$ cat config.mk
export PLATFORM = sky130hd
export DESIGN_NAME = pkt_operand_streamer
export DESIGN_NICKNAME = d
export VERILOG_FILES = /design/src/rtl/pkt_operand_streamer.sv
export SDC_FILE = /design/constraint.sdc
export NUM_CORES = 1
export LEC_CHECK = 0
export ABC_CLOCK_PERIOD_IN_PS = 15700
export BUFFER_PORTS_ARGS = -buffer_cell sky130_fd_sc_hd__buf_2
export CORE_UTILIZATION = 45
export DETAILED_ROUTE_END_ITERATION = 7
export SYNTH_ARGS = -nofsm -noshare
export SYNTH_HDL_FRONTEND = slang
export SYNTH_SLANG_ARGS = --single-unit
$ cat constraint.sdc
create_clock -name clk_i -period 15.7 [get_ports clk_i]
set_input_delay 0.785 -clock clk_i [delete_from_list [all_inputs] [get_ports clk_i]]
set_output_delay 0.785 -clock clk_i [all_outputs]
set_load 0.02 [all_outputs]
$ cat src/rtl/pkt_operand_streamer.sv
// Packet-word to operand-pair streamer: 2-entry word FIFO, 16-pair serialiser, registered A_s/B_s output.
// Optional stall counter output enabled by defining STREAMER_STALL_CNT_EN.
//
//   state  | meaning
//   S_IDLE | after reset, waiting for start_i
//   S_RUN  | accepting words and issuing pairs
//   S_DONE | LENGTH pairs issued, buffers flushed, waiting for start_i
module pkt_operand_streamer #(
    parameter int WORD_W = 255,
    parameter int LENGTH = 2000,
    parameter int CNT_W  = 32
) (
    input  logic              clk_i,
    input  logic              reset_i,
    input  logic              start_i,
    input  logic              pkt_valid_i,
    output logic              pkt_ready_o,
    input  logic [WORD_W-1:0] pkt_word_i,
    output logic [7:0]        A_s,
    output logic [7:0]        B_s,
    output logic              op_valid_o,
    input  logic              op_ready_i,
    output logic [CNT_W-1:0]  pair_cnt_o,
    output logic              done_o
`ifdef STREAMER_STALL_CNT_EN
    ,
    output logic [CNT_W-1:0]  stall_cnt_o
`endif
);

    localparam int               SR_W     = WORD_W + 1;
    localparam logic [CNT_W-1:0] LEN_C    = CNT_W'(LENGTH);
    localparam bit               LEN_ZERO = (LENGTH == 0);

    typedef enum logic [1:0] {S_IDLE, S_RUN, S_DONE} state_t;

    state_t state_q, state_d;

    logic [WORD_W-1:0] fifo_mem [2];
    logic              wr_ptr, rd_ptr;
    logic [1:0]        fifo_cnt;

    logic [SR_W-1:0]   sr_word;
    logic [3:0]        sr_idx;
    logic              sr_valid;

    logic run, push, pop, out_adv, hs, last_hs, sr_take, sr_last, flush;

    assign run         = (state_q == S_RUN);
    assign pkt_ready_o = run && (fifo_cnt < 2'd2);
    assign push        = pkt_valid_i && pkt_ready_o;
    assign out_adv     = !op_valid_o || op_ready_i;
    assign hs          = op_valid_o && op_ready_i;
    assign last_hs     = hs && ((pair_cnt_o + CNT_W'(1)) == LEN_C);
    assign flush       = start_i || last_hs;
    assign sr_last     = (sr_idx == 4'd15);
    assign sr_take     = run && sr_valid && out_adv && !last_hs;
    // Reload on the same edge the last pair moves out, so consecutive words have no bubble.
    assign pop         = run && !last_hs && (fifo_cnt != 2'd0) &&
                         (!sr_valid || (sr_take && sr_last));

    always_comb begin
        state_d = state_q;
        case (state_q)
            S_IDLE: if (start_i) state_d = LEN_ZERO ? S_DONE : S_RUN;
            S_RUN: begin
                if (start_i)      state_d = LEN_ZERO ? S_DONE : S_RUN;
                else if (last_hs) state_d = S_DONE;
            end
            S_DONE: if (start_i) state_d = LEN_ZERO ? S_DONE : S_RUN;
            default: state_d = S_IDLE;
        endcase
    end

    always_ff @(posedge clk_i or posedge reset_i) begin
        if (reset_i) begin
            state_q <= S_IDLE;
            done_o  <= 1'b0;
        end else begin
            state_q <= state_d;
            done_o  <= (state_d == S_DONE);
        end
    end

    always_ff @(posedge clk_i) begin
        if (push) fifo_mem[wr_ptr] <= pkt_word_i;
    end

    // A word offered in the start_i cycle is kept as the first word of the new run.
    always_ff @(posedge clk_i or posedge reset_i) begin
        if (reset_i) begin
            wr_ptr   <= 1'b0;
            rd_ptr   <= 1'b0;
            fifo_cnt <= 2'd0;
        end else if (start_i) begin
            rd_ptr   <= wr_ptr;
            wr_ptr   <= wr_ptr ^ push;
            fifo_cnt <= {1'b0, push};
        end else if (last_hs) begin
            rd_ptr   <= wr_ptr;
            fifo_cnt <= 2'd0;
        end else begin
            wr_ptr   <= wr_ptr ^ push;
            rd_ptr   <= rd_ptr ^ pop;
            fifo_cnt <= fifo_cnt + {1'b0, push} - {1'b0, pop};
        end
    end

    always_ff @(posedge clk_i or posedge reset_i) begin
        if (reset_i) begin
            sr_word  <= '0;
            sr_idx   <= 4'd0;
            sr_valid <= 1'b0;
        end else if (flush) begin
            sr_idx   <= 4'd0;
            sr_valid <= 1'b0;
        end else if (pop) begin
            sr_word  <= {1'b0, fifo_mem[rd_ptr]};
            sr_idx   <= 4'd0;
            sr_valid <= 1'b1;
        end else if (sr_take) begin
            sr_word  <= sr_word >> 16;
            sr_idx   <= sr_idx + 4'd1;
            if (sr_last) sr_valid <= 1'b0;
        end
    end

    // A_s/B_s keep their last values through underruns and after the run ends.
    always_ff @(posedge clk_i or posedge reset_i) begin
        if (reset_i) begin
            A_s        <= 8'd0;
            B_s        <= 8'd0;
            op_valid_o <= 1'b0;
        end else if (flush) begin
            op_valid_o <= 1'b0;
        end else if (run && out_adv) begin
            op_valid_o <= sr_valid;
            if (sr_valid) begin
                A_s <= sr_word[7:0];
                B_s <= sr_word[15:8];
            end
        end
    end

    always_ff @(posedge clk_i or posedge reset_i) begin
        if (reset_i)      pair_cnt_o <= '0;
        else if (start_i) pair_cnt_o <= '0;
        else if (hs)      pair_cnt_o <= pair_cnt_o + CNT_W'(1);
    end

`ifdef STREAMER_STALL_CNT_EN
    always_ff @(posedge clk_i or posedge reset_i) begin
        if (reset_i)      stall_cnt_o <= '0;
        else if (start_i) stall_cnt_o <= '0;
        else if (op_valid_o && !op_ready_i && (stall_cnt_o != '1))
            stall_cnt_o <= stall_cnt_o + CNT_W'(1);
    end
`endif

endmodule

==> metrics.md, run 1 <==
| Metric | Value |
|---|---|
| Status | complete, no violations |
| Setup TNS | 0 ps |
| Fin. Hold Viols | 0 |
| Fmax | 195 MHz |
| Synth cell types | 55 |
| Initial antenna violation count | 13 |
| # DRC | 0 |
| Clk pwr share | 27.3% |
| Row cnt | roughly 100 |
| Synth top area share | between 40% and 50% |
| Vias per cell | 5.40 |
| Root buffer cell | clkbuf_16 |
| GRT Overall Usage | 20.8% |
| Via count | about 20000 |
| CTS clk-pin slew, worst paths | 60 ps |
| Leak | around 15 nW |
| CTS buffer count | between 80 and 90 |
| Core ar. | between 70000 and 80000 um2 |
| Critical Path RT | 16150 ps |
| Register bit total from synthesis | 826 |
| Synth top area cells | edfxtp_1 (44%), dfrtp_1 (23%), o2bb2ai_2 (9.1%) |
| Min Tclk post-route | roughly 5100 ps |
| RSZ-0062 raised after global routing | no |
| Critical Path Fanout Max | between 150 and 200 |
| First-pass GRT wire length | roughly 120000 um |
| Gpl congestion | between 0.8 and 0.9 |
| Vias in the first global route | around 20000 |
| Top cell type by total area after synthesis | edfxtp_1 |
| Die X | about 280 um |
| Postcts setup bufs | 0 |
| Maxcap violations | 0 |
| Post-Syn Area | between 30000 and 40000 um2 |
| Top FF cell, synth | edfxtp_1 |
| Flop pwr share | ~45% |
| Floorplan die height | approximately 280 um |
| Routed Wire Length | ~80000 um |
| Final nets | 2804 |
| Routed length per instance | between 20 and 25 um |
| Global route overflow | 0 |
| Cell Pwr Density | between 150 and 200 nW/um2 |
| Logic pwr share | 28.1% |
| Count leader, synth | edfxtp_1 |
| Setup violations, final | 0 |
| Final Skew | about 22 ps |
| Max clock buf depth | 3 |
| Mapped Nets | ~2500 |
| Clk_lat worst skew | around 640 ps |
| VDD IR max | approximately 140 uV |
| Number of synthesized flops with an enable pin | between 500 and 600 |
| CTS resizes | 0 |
| Sw Ratio | 33.0% |
| Async SR Flop Fraction | 38.3% |
| Arr. time, crit path | around 5600 ps |
| Yosys warns | 0 |
| Starting Density | between 40% and 50% |
| Initial DRC count | 1634 |
| Cts hold-fix bufs | 0 |
| Startpoint Class | register |
| Die area | about 78000 um2 |
| Cell count after synthesis | 2276 |
| Worst Hold Class | primary input to register |
| Antenna Violating Nets Remaining | 0 |
| IO Count | 311 |
| Worst-Margin Slew | ~1200 ps |
| Syn avg cell area | roughly 15 um2 |
| H-tree level count | 3 |
| CTS tree | done |
| Setup crit end kind | register |
| Relative slew slack | about a fifth |
| Commonest cells post-synth | edfxtp_1 (510), dfrtp_1 (316), nor2_1 (282), a21oi_1 (249), mux2i_1 (243) |
| # port buffers | 310 |
| Layout area overhead | 14.1% |
| Register area share after synthesis | around two thirds |
| Final Max Tran Viols | 0 |
| DRT Pass-1 Iters | 6 |
| Total clock sinks | between 800 and 900 |
| Fin crit share | between 30 and 40% |
| Setup CP Type | register to register |
| Tot Pwr | ~7.5 mW |
| Psw | roughly 2.5 mW |
| Fraction of layout cells with a size suffix above 1 | 27.6% |
| Detailed Place HPWL | between 50000 and 60000 um |
| Largest net degree at the start of global routing | 156 |
| Pint | approximately 5 mW |
## metal layers
metal  global-route usage, %  vias up  share of wire, %
li1                        -     9089                 -
met1                    28.9    10022                45
met2                    33.4      466                48
met3                    3.49      110               4.9
met4                    6.51        4               2.1
met5                       0        -             0.029
## flip-flops by register name (all words and copies together), names as in the netlist, 2 cells and up
register / cells
fifo_cnt: 2
fifo_mem: 510
A_s: 8
sr_idx: 4
pair_cnt_o: 32
sr_word: 255
state_q: 2
B_s: 8
## layout make-up
class                      instances  area, um2
fill                            6394      36600
sequential                       826      23200
multi-input combinational       1276      10200
clock buffer                     119       2430
timing repair buffer             335       1780
tap                             1030       1290
clock inverter                    46        423
inverter                          10       45.0
antenna                            6       15.0
## through the flow
| step | area (um2) | hold WS, ps | setup slack [ps] | utilization (%) | std cells |
|---|---|---|---|---|---|
| 2_1_floorplan | 34500 | 442 | 6170 | - | 2276 |
| 3_3_place_gp | 36500 | 453 | 10730 | 48.1 | 3477 |
| 3_5_place_dp | 36500 | 464 | 10630 | 48.1 | 3477 |
| 4_1_cts | 39400 | 294 | 10590 | 51.8 | 3642 |
| 5_1_grt | 39400 | 305 | 10270 | 51.8 | 3647 |
| 6_report | 39400 | 338 | 10580 | 51.8 | 3648 |
## cell families after synthesis
family | after synthesis | share of synthesized area, %
flops | 826 | 67.3
compound gates | 538 | 14.7
simple gates | 413 | 5.15
mux | 275 | 8.09
buf+inv | 174 | 3.40
xor+xnor | 43 | 1.09
fa+ha+maj | 7 | 0.254
## layout by cell type, fill, tap and decap left out, types with 25 or more instances in the layout
cell type  instances
dfrtp_1          315
clkbuf_16         89
nand2_1           42
xnor2_1           25
buf_2            310
mux2i_1          243
nor2_1           281
edfxtp_1         510
a21oi_1          249
o2bb2ai_2        210
o2bb2ai_1         46
## worst paths after layout
path | start | end | slack [ps] | cells past startpoint
min | pkt_word_i[5] | fifo_mem[0][5] | 340 | 1
max in group asynchronous | reset_i | rd_ptr | 12800 | 4
max | pair_cnt_o[2] | sr_word[146] | 10580 | 9
min reg2reg | state_q[1] | state_q[0] | 470 | 1
min in group asynchronous | reset_i | sr_word[163] | 370 | 2
max reg2reg | pair_cnt_o[2] | sr_word[146] | 10580 | 9
## critical path, stage by stage (launching register included)
cell and delay, ps:
dfrtp_1 470, nand4_1 350, nor4_1 1010, xnor2_1 200, o2111ai_1 130, or4_1 750, o21ai_4 200, buf_4 690
buf_12 610, o2bb2ai_1 140
## power by group through the flow
stage	logic (mW)	registers [mW]	clock network (mW)
global route	2.30	3.39	2.17
global placement	2.09	3.36	0
finish	2.10	3.34	2.04
CTS	2.14	3.33	2.09
detailed placement	2.13	3.36	0
floorplan	1.69	3.32	0
(Power assumes the default switching activity.)
==> inputs of run 2 (changes only) <==
- ABC_AREA: not set -> 1
- ABC_CLOCK_PERIOD_IN_PS: 15700 -> 4500
- PLACE_DENSITY: not set -> 0.65
- clock period: 15.7 -> 4.5 ns (I/O delays scaled with it)
==> run 2 against run 1 <==
Final area up 9.8%. Clock skew about the same. Core utilization up 3.8 points. Non-clock buffer count rose by 272. Power rose to 3.5 times the previous value. Register-to-register slack got worse by 9700 ps. Clock power rose to 3.4 times the previous value.
==> metrics.md, run 2 <==
| Metric | Value |
|---|---|
| Maxcap violations | 0 (unchanged) |
| Cell count after synthesis | 3246 (+43%) |
| Async SR Flop Fraction | 38.3% (unchanged) |
| Synth top area cells | edfxtp_1 (43%), dfrtp_1 (22%), nand2_1 (13%) |
| Postcts setup bufs | 0 (unchanged) |
| Setup violations, final | 0 (unchanged) |
| Routed length per instance | 19.1 um (-13%) |
| Final nets | 4008 (+43%) |
| Relative slew slack | 25.5% (+5.8 points) |
| Status | complete, no violations |
| CTS clk-pin slew, worst paths | 60 ps (about the same) |
| Antenna Violating Nets Remaining | 0 (unchanged) |
| Most common cell after layout, fill and taps aside | nand2_1 |
| Starting Density | 45.7% (+0.21 points) |
| Gpl congestion | 0.869 (+7.4%) |
| Min Tclk post-route | 3580 ps (-1530 ps) |
| Total clock sinks | 826 (unchanged) |
| CTS buffer count | 86 (-2.3%) |
| Arr. time, crit path | 4150 ps (-1420 ps) |
| Flop pwr share | 41.7% (-2.9 points) |
| Initial DRC count | 2275 (+39%) |
| Fmax | 279 MHz (+43%) |
| Number of flip-flops under the largest register name | 510 (unchanged) |
| Area occupied by multi-input gates | 11000 um2 (+8.1%) |
| Post-Syn Area | 35500 um2 (+2.8%) |
| Clk pwr share | 26.4% (-0.9 points) |
| Cell Pwr Density | 614 nW/um2 (+220%) |
| Vias per cell | 5.22 (-3.2%) |
| Setup CP Type | register to register |
| Critical Path RT | 5070 ps (-11080 ps) |
| Floorplan die height | 283 um (+1.4%) |
| Row cnt | 102 (+0.99%) |
| Count leader, synth | nand2_1 |
| Fin crit share | 79.6% (+47 points) |
| Gr busiest metal | met2 |
| Routed Wire Length | 93100 um (+16%) |
| Leak | 18.9 nW (+25%) |
| Reg-to-reg slack, setup | 920 ps (-9670 ps) |
| Worst r2r dst | sr_word[68] |
| Syn avg cell area | 10.9 um2 (-28%) |
| Mapped Nets | 3513 (+38%) |
| Global routing usage on met2 | 37.8% (+4.3 points) |
| Top flop regs | fifo_mem (510), sr_word (255), pair_cnt_o (32) |
| Top cell type by total area after synthesis | edfxtp_1 |
| Initial antenna violation count | 16 (+3) |
| Synth cell types | 32 (-42%) |
| Worst Hold Class | primary input to asynchronous set/reset pin |
| Vias in the first global route | 25370 (+25%) |
| GRT met3 Usage | 3.70% (+0.22 points) |
| Commonest cells post-synth | nand2_1 (1214), nand3_1 (530), edfxtp_1 (510), dfrtp_1 (316), mux2_2 (255) |
| Cts hold-fix bufs | 258 (+258) |
| Die X | 283 um (+1.4%) |
| Fill count | 6661 (+4.2%) |
| Core ar. | 77700 um2 (+2.3%) |
| H-tree level count | 3 (unchanged) |
| Worst-Margin Slew | 1120 ps (-76.2 ps) |
| Min Hold Slack | 82.5 ps (-256 ps) |
| Number of synthesized flops with an enable pin | 510 (unchanged) |
| Reg2Reg Depth | 18 (+9) |
| Synth top area share | 43.2% (-1.2 points) |
| First-pass GRT wire length | 144000 um (+16%) |
| Register bit total from synthesis | 826 (unchanged) |
| Tot Pwr | 26.5 mW (+250%) |
| Register area share after synthesis | 65.4% (-1.8 points) |
| Top FF cell, synth | edfxtp_1 |
| CTS resizes | 0 (unchanged) |
| IO Count | 311 (unchanged) |
| Sw Ratio | 34.7% (+1.7 points) |
| # port buffers | 310 (unchanged) |
| Global route overflow | 0 (unchanged) |
| Reg-to-reg startpoint | pair_cnt_o[1] |
| Final Max Tran Viols | 0 (unchanged) |
| Register area | 23200 um2 (unchanged) |
| Final Cell Area | 43200 um2 (+9.8%) |
| Largest net degree at the start of global routing | 181 (+16%) |
| Top reg by flops | fifo_mem |
| Startpoint Class | register |
| Yosys warns | 0 (unchanged) |
| Root buffer cell | clkbuf_16 |
| Final core utilization | 55.6% (+3.8 points) |
| Most frequent cells in the layout | nand2_1 (1214), nand3_1 (530), edfxtp_1 (510) |
| RSZ-0062 raised after global routing | no |
| Psw | 9.20 mW (+270%) |
| VDD IR max | 769 uV (+450%) |
| Max clock buf depth | 3 (unchanged) |
| # DRC | 0 (unchanged) |
| GRT Overall Usage | 23.3% (+2.5 points) |
| Die area | 80000 um2 (+2.8%) |
| Via count | 25415 (+29%) |
| Clk_lat worst skew | 630 ps (about the same) |
| Pint | 17.3 mW (+250%) |
| Placement Cell Area | 37900 um2 (+3.7%) |
| Met1 usage | 32.5% (+3.7 points) |
| Fraction of layout cells with a size suffix above 1 | 19.7% (-7.9 points) |
| Fin. Hold Viols | 0 (unchanged) |
| CTS tree | done |
| Layout area overhead | 21.8% |
| Setup crit end kind | register |
| Logic pwr share | 31.9% (+3.8 points) |
| DRT Pass-1 Iters | 5 (-1) |
| Post-route setup slack | 919 ps (-9670 ps) |
| Detailed Place HPWL | 55200 um (+8.8%) |
| Critical Path Fanout Max | 90 (-41%) |
| Pre-CTS setup slack | 932 ps (-9700 ps) |
| Final Skew | 21.8 ps (-0.0413 ps) |
==> run 2: power by group through the flow <==
stage	registers [mW]	logic, mW	clock network [mW]
floorplan	11.3	6.16	0
global placement	11.2	8.27	0
detailed placement	11.2	8.30	0
CTS	11.1	8.55	7.13
global route	11.3	9.39	7.42
finish	11.1	8.46	7.00
==> run 2: how the worst max path moves through the flow <==
stage	cells past startpoint	startpoint	end
after floorplan	4	state_q[1]	fifo_mem[0][0]
after CTS	19	pair_cnt_o[1]	sr_word[96]
after detailed placement	19	pair_cnt_o[1]	sr_word[96]
after global placement	19	pair_cnt_o[1]	sr_word[180]
final	18	pair_cnt_o[1]	sr_word[68]
after global routing	20	pair_cnt_o[1]	sr_word[114]
==> run 2: kinds of logic (layout without fill, tap and decap cells) <==
logic type / Yosys count / count (layout) / share of synthesized area, %
DFF: 826 / 826 / 65.4
xor gates and xnor gates: 4 / 4 / 0.0987
AOI/OAI and AO/OA: 45 / 45 / 0.691
muxes: 255 / 255 / 8.09
other: 0 / 12 / 0
and+or+nand+nor: 1847 / 1847 / 21.7
buffers and inverters: 262 / 829 / 3.77
adders and majority gates: 7 / 7 / 0.247
==> run 2: through the flow <==
step           instances   TNS, ps
3_5_place_dp        4435         0
5_1_grt             4859         0
2_1_floorplan       3246  -1652810
6_report            4865         0
4_1_cts             4853         0
3_3_place_gp        4435         0
==> run 2: layer usage <==
metal	vias up	share of wire, %
met5	-	0.090
met4	14	2.2
met3	147	5.8
met2	741	48
met1	12485	44
li1	12028	-
==> run 2: layout make-up <==
cell class | instances | area share [%]
multi-input cells | 2158 | 25.4
clock inverters | 49 | 0.996
well taps | 1040 | 3.01
diodes | 12 | 0.0695
inverters | 62 | 0.564
flip-flops and latches | 826 | 53.7
repair buffers | 607 | 10.8
clock buffers | 111 | 5.36
==> run 2: critical path, cell delays in order (launching register included) <==
cell and delay [ps]:
dfrtp_1 430, ha_1 220, nand2_1 110, nor2_4 200, nand2_2 130, nor2_1 230, nand3_1 100, nand2_1 140
nor2_1 60, nand2_1 60, nor2_1 40, nand3_1 70, nand2_1 130, nand2_8 130, buf_4 790, nand3_1 320
nand2_1 150, nand2_1 60, nand2_1 60
==> inputs of run 3 (changes only) <==
- ABC_CLOCK_PERIOD_IN_PS: 4500 -> 3300
- PLACE_DENSITY: 0.65 -> not set
- clock period: 4.5 -> 3.3 ns (I/O delays scaled with it)
==> run 3 against run 2 <==
Via count rose by 0.15%. First-iteration DRC count fell by 8.0%. Final area up 2.0%. Die area unchanged. Core utilization rose by 1.1 points. Global-route usage is 0.17 points higher. Power increased by 40%. Setup slack worse by 690 ps. Clock power up 42%. Combinational power increased by 45%. Fmax rose by 17%.
==> metrics.md, run 3 (synthesis gave the netlist of run 2 again) <==
| Metric | Value |
|---|---|
| CTS buffer count | 87 (+1.2%) |
| Detailed Place HPWL | 58500 um (+6.0%) |
| Root buffer cell | clkbuf_16 |
| VDD IR max | 788 uV (+2.5%) |
| Final Max Tran Viols | 0 (unchanged) |
| Floorplan die height | 283 um (unchanged) |
| Setup CP Type | register to register |
| Setup crit end kind | register |
| Initial antenna violation count | 13 (-3) |
| Top flop regs | fifo_mem (510), sr_word (255), pair_cnt_o (32) |
| Row cnt | 102 (unchanged) |
| GRT Overall Usage | 23.5% (+0.17 points) |
| Vias in the first global route | 25308 (-0.24%) |
| Top reg by flops | fifo_mem |
| Arr. time, crit path | 3640 ps (-510 ps) |
| Fmax | 326 MHz (+17%) |
| Fin. Hold Viols | 0 (unchanged) |
| Core ar. | 77700 um2 (unchanged) |
| First-pass GRT wire length | 145000 um (+0.55%) |
| Cell Pwr Density | 846 nW/um2 (+38%) |
| Clk_lat worst skew | 630 ps (about the same) |
| Setup TNS | 0 ps (unchanged) |
| CTS clk-pin slew, worst paths | 60 ps (about the same) |
| Die X | 283 um (unchanged) |
| Global route overflow | 0 (unchanged) |
| Relative slew slack | 21.6% (-3.9 points) |
| # DRC | 0 (unchanged) |
| Fill count | 6640 (-0.32%) |
| Worst-Margin Slew | 1170 ps (+55.9 ps) |
| Antenna Violating Nets Remaining | 0 (unchanged) |
| Leak | 19.4 nW (+2.2%) |
| H-tree level count | 3 (unchanged) |
| IO Count | 311 (unchanged) |
| Gpl congestion | 0.890 (+2.4%) |
| CTS tree | done |
| Final Skew | 23.5 ps (+1.73 ps) |
| Vias per cell | 5.18 (-0.77%) |
| Initial DRC count | 2094 (-8.0%) |
| Setup violations, final | 0 (unchanged) |
| Register area | 23200 um2 (about the same) |
| Routed length per instance | 19.2 um (+0.37%) |
| Number of flip-flops under the largest register name | 510 (unchanged) |
| Critical Path RT | 3870 ps (-1200 ps) |
| Total clock sinks | 826 (unchanged) |
| Starting Density | 45.7% (unchanged) |
| Via count | 25452 (+0.15%) |
| Min Tclk post-route | 3070 ps (-510 ps) |
| Fin crit share | 93.0% (+13 points) |
| # port buffers | 310 (unchanged) |
| Area occupied by multi-input gates | 11100 um2 (+0.88%) |
| Worst Hold Class | primary input to asynchronous set/reset pin |
| Most common cell after layout, fill and taps aside | nand2_1 |
| Routed Wire Length | 94400 um (+1.3%) |
| Max clock buf depth | 3 (unchanged) |
| Status | complete, no violations |
| DRT Pass-1 Iters | 5 (unchanged) |
| Largest net degree at the start of global routing | 117 (-35%) |
| Most frequent cells in the layout | nand2_1 (1210), nand3_1 (530), edfxtp_1 (510) |
| Critical Path Fanout Max | 93 (+3.3%) |
| Final nets | 4059 (+1.3%) |
| Placement Cell Area | 38400 um2 (+1.4%) |
| Die area | 80000 um2 (unchanged) |
| Startpoint Class | register |
| Final Cell Area | 44100 um2 (+2.0%) |
| Fraction of layout cells with a size suffix above 1 | 21.3% (+1.6 points) |
| Layout area overhead | 24.3% |
| Maxcap violations | 0 (unchanged) |
## run 3: cell types whose count changed in the layout (fill, tap and decap cells not counted), moves of 3 or more
cell       delta
buf_6         +4
buf_4        +26
nor2_4        +7
nor2_1        -9
bufinv_16     +3
nand2_1       -4
clkinv_1      -4
diode_2       -7
buf_12       +15
nand2_2       +3
## run 3: layout make-up
cell class	count	area share, %
diodes	5	0.0284
clock buffers	114	5.33
clock inverters	48	1.21
inverters	62	0.553
multi-input cells	2158	25.2
flip-flops and latches	826	52.7
well taps	1040	2.95
repair buffers	657	12.1
## run 3: worst paths after layout
path / to / slack (ps) / cells after the start / start
min reg2reg: A_s[4] / 480 / 2 / A_s[4]
max reg2reg: sr_word[26] / 230 / 18 / pair_cnt_o[0]
max in group asynchronous: sr_word[231] / 2120 / 4 / reset_i
max: sr_word[26] / 230 / 18 / pair_cnt_o[0]
min in group clk_i: fifo_mem[0][237] / 250 / 2 / pkt_word_i[237]
min: sr_word[137] / 140 / 3 / reset_i
## run 3: power breakdown
group / internal, mW / total, mW / switching [mW]
Combinational: 4.69 / 12.3 / 7.65
Sequential: 13.9 / 15.0 / 1.11
Clock: 5.82 / 9.91 / 4.09
## run 3: repair_timing
action | in CTS | in global routing
endpoints found under the setup margin | 105 | 262
gates resized for setup | 2 | 31
hold buffers | 259 | 0
pin swaps | 0 | 7
setup buffers | 0 | 7
gates cloned | 0 | 2
hold endpoints to repair | 561 | 0
## run 3: per-stage QoR
step                hold WS (ps)  cells  utilization (%)  setup WS (ps)  power [mW]
floorplan                    264   3246                -          -1080        23.5
global placement             245   4475             49.4         -0.718        27.1
detailed placement           251   4475             49.4          -25.2        27.2
CTS                          111   4896             56.4           11.2        37.4
global route                 192   4910             56.7          -11.2        39.5
finish                       136   4910             56.7            230        37.3
## run 3: worst max-delay path, cell delays in order (launching register included)
cell	delay, ps
dfrtp_1	410
inv_1	120
nor2_4	180
nand2_1	120
buf_4	160
o21ai_1	170
nand2_1	100
nor2_1	220
nand3_1	120
nor2_2	130
nand3_2	110
nand2_2	110
nor2_4	70
nand2_8	110
buf_12	350
nand2_1	210
nand2_1	130
nand2_1	60
nand2_1	60
## run 3: routing by layer
metal | vias up | share of wire (%) | track usage, %
li1 | 12135 | - | -
met1 | 12425 | 44 | 32.9
met2 | 749 | 49 | 38.2
met3 | 129 | 5.6 | 3.36
met4 | 14 | 2.2 | 6.67
met5 | - | 0.081 | 0
